File: src/rtl/cmip_edge_pkg.sv
// Shared mode encodings and edge-qualification helper for the multi-channel edge detector.
// Latency: n/a (types and a pure function). Backpressure: none.
package cmip_edge_pkg;

    localparam int MODE_W = 2;

    typedef enum logic [MODE_W-1:0] {
        EDGE_OFF  = 2'b00,
        EDGE_RISE = 2'b01,
        EDGE_FALL = 2'b10,
        EDGE_BOTH = 2'b11
    } edge_mode_e;

    function automatic logic edge_qualify(edge_mode_e mode, logic rise, logic fall);
        case (mode)
            EDGE_RISE: return rise;
            EDGE_FALL: return fall;
            EDGE_BOTH: return rise | fall;
            default:   return 1'b0;
        endcase
    endfunction

endpackage

File: src/rtl/cmip_edge_chan.sv
// One channel: synchroniser, glitch filter, qualified edge pulse and sticky W1C pending flag.
// Latency: SYNC_STAGES + N cycles from capture to level/edge. Backpressure: none, sampled every cycle.
module cmip_edge_chan
    import cmip_edge_pkg::*;
#(
    parameter int SYNC_STAGES = 2,
    parameter int FILT_W      = 4
) (
    input  logic              i_clk,
    input  logic              i_rst,
    input  logic              i_sig,
    input  logic [MODE_W-1:0] i_mode,
    input  logic [FILT_W-1:0] i_filt_len,
    input  logic              i_evt_clr,
    output logic              o_level,
    output logic              o_edge,
    output logic              o_evt_pend,
    output logic              o_evt_pend_nxt
);

    (* ASYNC_REG = "TRUE" *) logic [SYNC_STAGES-1:0] sync_q;

    logic              sync_s;
    logic [FILT_W-1:0] cnt_q, cnt_d;
    logic              level_q, level_d;
    logic              edge_q, edge_d;
    logic              pend_q, pend_d;
    logic              upd;

    assign sync_s = sync_q[SYNC_STAGES-1];

    // Counter is cleared at or before i_filt_len, so it cannot wrap; >= lets a lowered length act at once.
    always_comb begin
        cnt_d   = cnt_q;
        level_d = level_q;
        upd     = 1'b0;
        if (sync_s == level_q) begin
            cnt_d = '0;
        end else if (cnt_q >= i_filt_len) begin
            level_d = sync_s;
            cnt_d   = '0;
            upd     = 1'b1;
        end else begin
            cnt_d = cnt_q + FILT_W'(1);
        end
        edge_d = edge_qualify(edge_mode_e'(i_mode), upd & sync_s, upd & ~sync_s);
        pend_d = (pend_q & ~i_evt_clr) | edge_d;
    end

    always_ff @(posedge i_clk) begin
        if (i_rst) begin
            sync_q  <= '0;
            cnt_q   <= '0;
            level_q <= 1'b0;
            edge_q  <= 1'b0;
            pend_q  <= 1'b0;
        end else begin
            sync_q[0] <= i_sig;
            for (int k = 1; k < SYNC_STAGES; k++) begin
                sync_q[k] <= sync_q[k-1];
            end
            cnt_q   <= cnt_d;
            level_q <= level_d;
            edge_q  <= edge_d;
            pend_q  <= pend_d;
        end
    end

    assign o_level        = level_q;
    assign o_edge         = edge_q;
    assign o_evt_pend     = pend_q;
    assign o_evt_pend_nxt = pend_d;

endmodule

File: src/rtl/cmip_edge_detect_mch.sv
// CH-channel edge detector for asynchronous board inputs feeding the interrupt path.
// Latency: SYNC_STAGES + N cycles capture to pulse. Backpressure: none, sampled every cycle.
module cmip_edge_detect_mch
    import cmip_edge_pkg::*;
#(
    parameter int CH          = 8,
    parameter int SYNC_STAGES = 2,
    parameter int FILT_W      = 4
) (
    input  logic                 i_clk,
    input  logic                 i_rst,
    input  logic [CH-1:0]        i_sig,
    input  logic [MODE_W*CH-1:0] i_mode,
    input  logic [FILT_W-1:0]    i_filt_len,
    input  logic [CH-1:0]        i_evt_clr,
    output logic [CH-1:0]        o_level,
    output logic [CH-1:0]        o_edge,
    output logic [CH-1:0]        o_evt_pend,
    output logic                 o_any_evt
);

    logic [CH-1:0] pend_nxt;
    logic          any_q;

    for (genvar c = 0; c < CH; c++) begin : g_chan
        cmip_edge_chan #(
            .SYNC_STAGES (SYNC_STAGES),
            .FILT_W      (FILT_W)
        ) u_chan (
            .i_clk          (i_clk),
            .i_rst          (i_rst),
            .i_sig          (i_sig[c]),
            .i_mode         (i_mode[MODE_W*c +: MODE_W]),
            .i_filt_len     (i_filt_len),
            .i_evt_clr      (i_evt_clr[c]),
            .o_level        (o_level[c]),
            .o_edge         (o_edge[c]),
            .o_evt_pend     (o_evt_pend[c]),
            .o_evt_pend_nxt (pend_nxt[c])
        );
    end

    // Built from next-state pending bits so it switches on the same edge as o_evt_pend.
    always_ff @(posedge i_clk) begin
        if (i_rst) begin
            any_q <= 1'b0;
        end else begin
            any_q <= |pend_nxt;
        end
    end

    assign o_any_evt = any_q;

endmodule

File: config.mk
export PLATFORM = sky130hd
export DESIGN_NAME = cmip_edge_detect_mch
export DESIGN_NICKNAME = d
export VERILOG_FILES = /design/src/rtl/cmip_edge_pkg.sv /design/src/rtl/cmip_edge_chan.sv /design/src/rtl/cmip_edge_detect_mch.sv
export SDC_FILE = /design/constraint.sdc
export NUM_CORES = 1
export LEC_CHECK = 0
export BUFFER_PORTS_ARGS = -buffer_cell sky130_fd_sc_hd__buf_4
export CAP_MARGIN = 10
export CORE_ASPECT_RATIO = 0.5
export CORE_MARGIN = 4
export CORE_UTILIZATION = 45
export CTS_BUF_LIST = sky130_fd_sc_hd__clkbuf_8
export DETAILED_ROUTE_END_ITERATION = 8
export GPL_ROUTABILITY_DRIVEN = 0
export GPL_TIMING_DRIVEN = 0
export PLACE_DENSITY_LB_ADDON = 0.12
export SYNTH_ARGS = -nofsm -noshare
export SYNTH_HDL_FRONTEND = slang
export SYNTH_SLANG_ARGS = --single-unit
File: constraint.sdc
create_clock -name i_clk -period 2.69 [get_ports i_clk]
set_input_delay 0.538 -clock i_clk [delete_from_list [all_inputs] [get_ports i_clk]]
set_output_delay 0.538 -clock i_clk [all_outputs]
set_load 0.05 [all_outputs]
==> flow_summary_export.csv <==
group,metric,value,unit
status,status,"completed",
worst_hold_path,hp-class,"primary input to register",
routing,num_vias,2664,
power,ir_drop,243,uV
placement,pre_cts_ws,-0.220,ns
yosys,syn_avg_cell_area,9.98,sq um
floorplanning,start_util,46.4,%
floorplanning,die-area,0.00985,sq mm
routing,drc,0,
power,leakage,1.91,nW
yosys,ys_types,28,
routing,wl_per_cell,13.2,microns
worst_hold_path,worstHoldPathCells,2,
sta,setup_viol,0,
yosys,yosysMostFrequentCell,"dfxtp_1",
sta,hold_ws,0.397,ns
yosys,synth-seq-area-share,39.4,%
sta,layout_setup_ws,0.242,ns
global_route,track_usage,16.3,%
floorplanning,die_width,136,microns
clock_tree,cts_tree,"yes",
critical_path,worst-path-buf-inv,2,
yosys,synth_top_area_share,39.4,%
clock_tree,cts-root-buf,"clkbuf_8",
sta,drv_slew,0,
clock_tree,postCtsSetupRepairBufs,0,
global_route,antenna_found_initial,0,
placement,port_buffers,62,
yosys,synth_top_cell_by_area,"dfxtp_1",
worst_hold_path,min_to,"g_chan[7].u_chan.sync_q[0]",
routing,wl,7370,microns
yosys,synthTopCellsByCount,"dfxtp_1 (73), nor2_1 (48), ha_1 (40)",
sta,hold_viol_final,0,
finish,drive_gt1_share,28.3,%
clock_tree,clock-sinks,73,
critical_path,setup.worst_path.end_class,"register",
sta,rsz0062_at_grt,"false",
clock_tree,cts_hold_buf,0,
critical_path,cp.required,2.88,ns
placement,dp_hpwl,5630,microns
critical_path,start_kind,"primary input",
critical_path,rr_endpoint,"o_any_evt",
worst_hold_path,hp-start,"i_sig[7]",
global_route,grt_first_pass_wirelength,12600,microns
floorplanning,rows,23,
clock_tree,cts_buffers,9,
floorplanning,die_h,72.2,microns
power,p_per_area,463,mW/mm^2
sta,fmax,409,MHz
critical_path,slowest_stage,"nor4_1",
routing,first_pass_iters,4,
critical_path,critPathTopFamily,"compound AO/OA/AOI/OAI gates",
critical_path,critPathKind,"primary input to register",
yosys,ys_ff_latch,73,
global_route,grt_max_degree,11,
finish,fin_nets,523,
routing,drtIter0Drc,120,
finish,fin_util,56.0,%
routing,viasPerCell,4.76,
floorplanning,pin_count,63,
sta,tightest_slew,0.733,ns
sta,fin_worst_skew,0.00550,ns
sta,finalCritPeriodShare,91.0,%
yosys,postSynth.asyncResetShare,0,%
critical_path,critPathLaunch,"i_filt_len[1]",
clock_tree,clockBufferDepth,2,
routing,drtAntennaViolNets,0,
critical_path,reg2reg_from,"g_chan[5].u_chan.cnt_q[0]",
critical_path,cp.arrival,2.64,ns
yosys,ys_warn_count,0,
job,maxCapViolCount,0,
clock_tree,ctsResizeCount,0,
floorplanning,coreArea,0.00800,sq mm
clock_tree,clk_pin_slew,0.07,ns
global_route,grt_overflow,0,
global_route,grt_pass1_vias,2836,
yosys,syn_area,0.00371,sq mm
yosys,synth_edf_count,0,
power,total_power,2.07,mW
critical_path,slowest_delay,0.57,ns
critical_path,regToRegSetupSlack,0.30,ns
finish,area_growth,20.7,%
clock_tree,htreeDepth,3,
critical_path,r2r.worst_path.cells,7,
critical_path,worstPathMaxFanout,8,
sta,period_needed,2.45,ns
critical_path,cp_cell_sequence,"buf_4, inv_1, ha_1, a2111oi_4, o32ai_1, nor4_1, a41oi_1",
sta,slew-limit-headroom,51.2,%
clock_tree,clock_latency,0.35,ns
finish,antenna_cells,0,
yosys,ys_top_cells_by_area,"dfxtp_1 (39%), ha_1 (13%), a2111oi_4 (5.2%)",
yosys,syn_inst,372,
yosys,syn_nets,450,
yosys,synth-main-ff-cell,"dfxtp_1",
-- cell families after synthesis --
logic type / share of synthesized area [%]
buf+inv: 7.89
flops: 39.4
compound gates: 11.8
xor+xnor: 5.66
simple gates: 21.0
fa+ha+maj: 13.5
mux: 0.809
-- layout make-up --
| type | count | area [sq um] |
|---|---|---|
| fillers | 747 | 3520 |
| inverters | 25 | 93.8 |
| well taps | 112 | 140 |
| flip-flops and latches | 73 | 1460 |
| clock buffers | 11 | 151 |
| clock inverters | 3 | 11.3 |
| plain buffers | 29 | 199 |
| multi-input cells | 245 | 1960 |
| repair buffers | 62 | 465 |
-- power by group --
group,total [mW],internal [mW],switching (mW),leakage [nW]
clock,0.737,0.365,0.372,0.0951
sequential,1.11,1.10,0.0133,0.592
combinational,0.223,0.117,0.106,1.22
-- worst max path at each step --
stage	slack [ns]	depth (start not counted)	endpoint
3_5_place_dp	-0.22	7	o_any_evt
4_1_cts	0.15	7	o_any_evt
6_report	0.24	7	o_any_evt
3_3_place_gp	-0.17	7	o_any_evt
5_1_grt	0.08	7	o_any_evt
2_1_floorplan	0.68	6	o_any_evt
-- placed cells by master, fill, tap and decap left out, drive strengths merged --
master,instances
buf,87
dfxtp,73
nor2,53
ha,40
inv,28
nor2b,24
nand2,16
xnor2,16
clkbuf,15
o21a,10
o21ai,9
a21oi,9
nand3b,8
nand2b,8
or3,8
nand3,8
xor2,8
a2111oi,8
nor4,6
o32ai,5
nor3,4
mux2i,3
a211oi,1
a41oi,1
-- per-layer routing --
layer	share of wire (%)	track usage (%)
met1	47	20.0
met3	5.8	5.61
met2	46	27.9
met5	0	0
met4	1.2	4.13
-- sequential cells by signal (all words and copies together), names as in the netlist --
register and flops:
g_chan.u_chan.cnt_q 32, g_chan.u_chan.o_edge 8, g_chan.u_chan.o_evt_pend 8, g_chan.u_chan.o_level 8
g_chan.u_chan.sync_q 16, o_any_evt 1
-- per-stage QoR --
stage | instance area, sq um | setup TNS (ns) | std cells
after floorplan | 3710 | 0 | 372
final | 4480 | 0 | 560
after detailed placement | 4320 | -0.220 | 546
after CTS | 4480 | 0 | 560
after global placement | 4320 | -0.171 | 546
after global routing | 4480 | 0 | 560
Note: power is estimated with default switching activity, not from simulation.
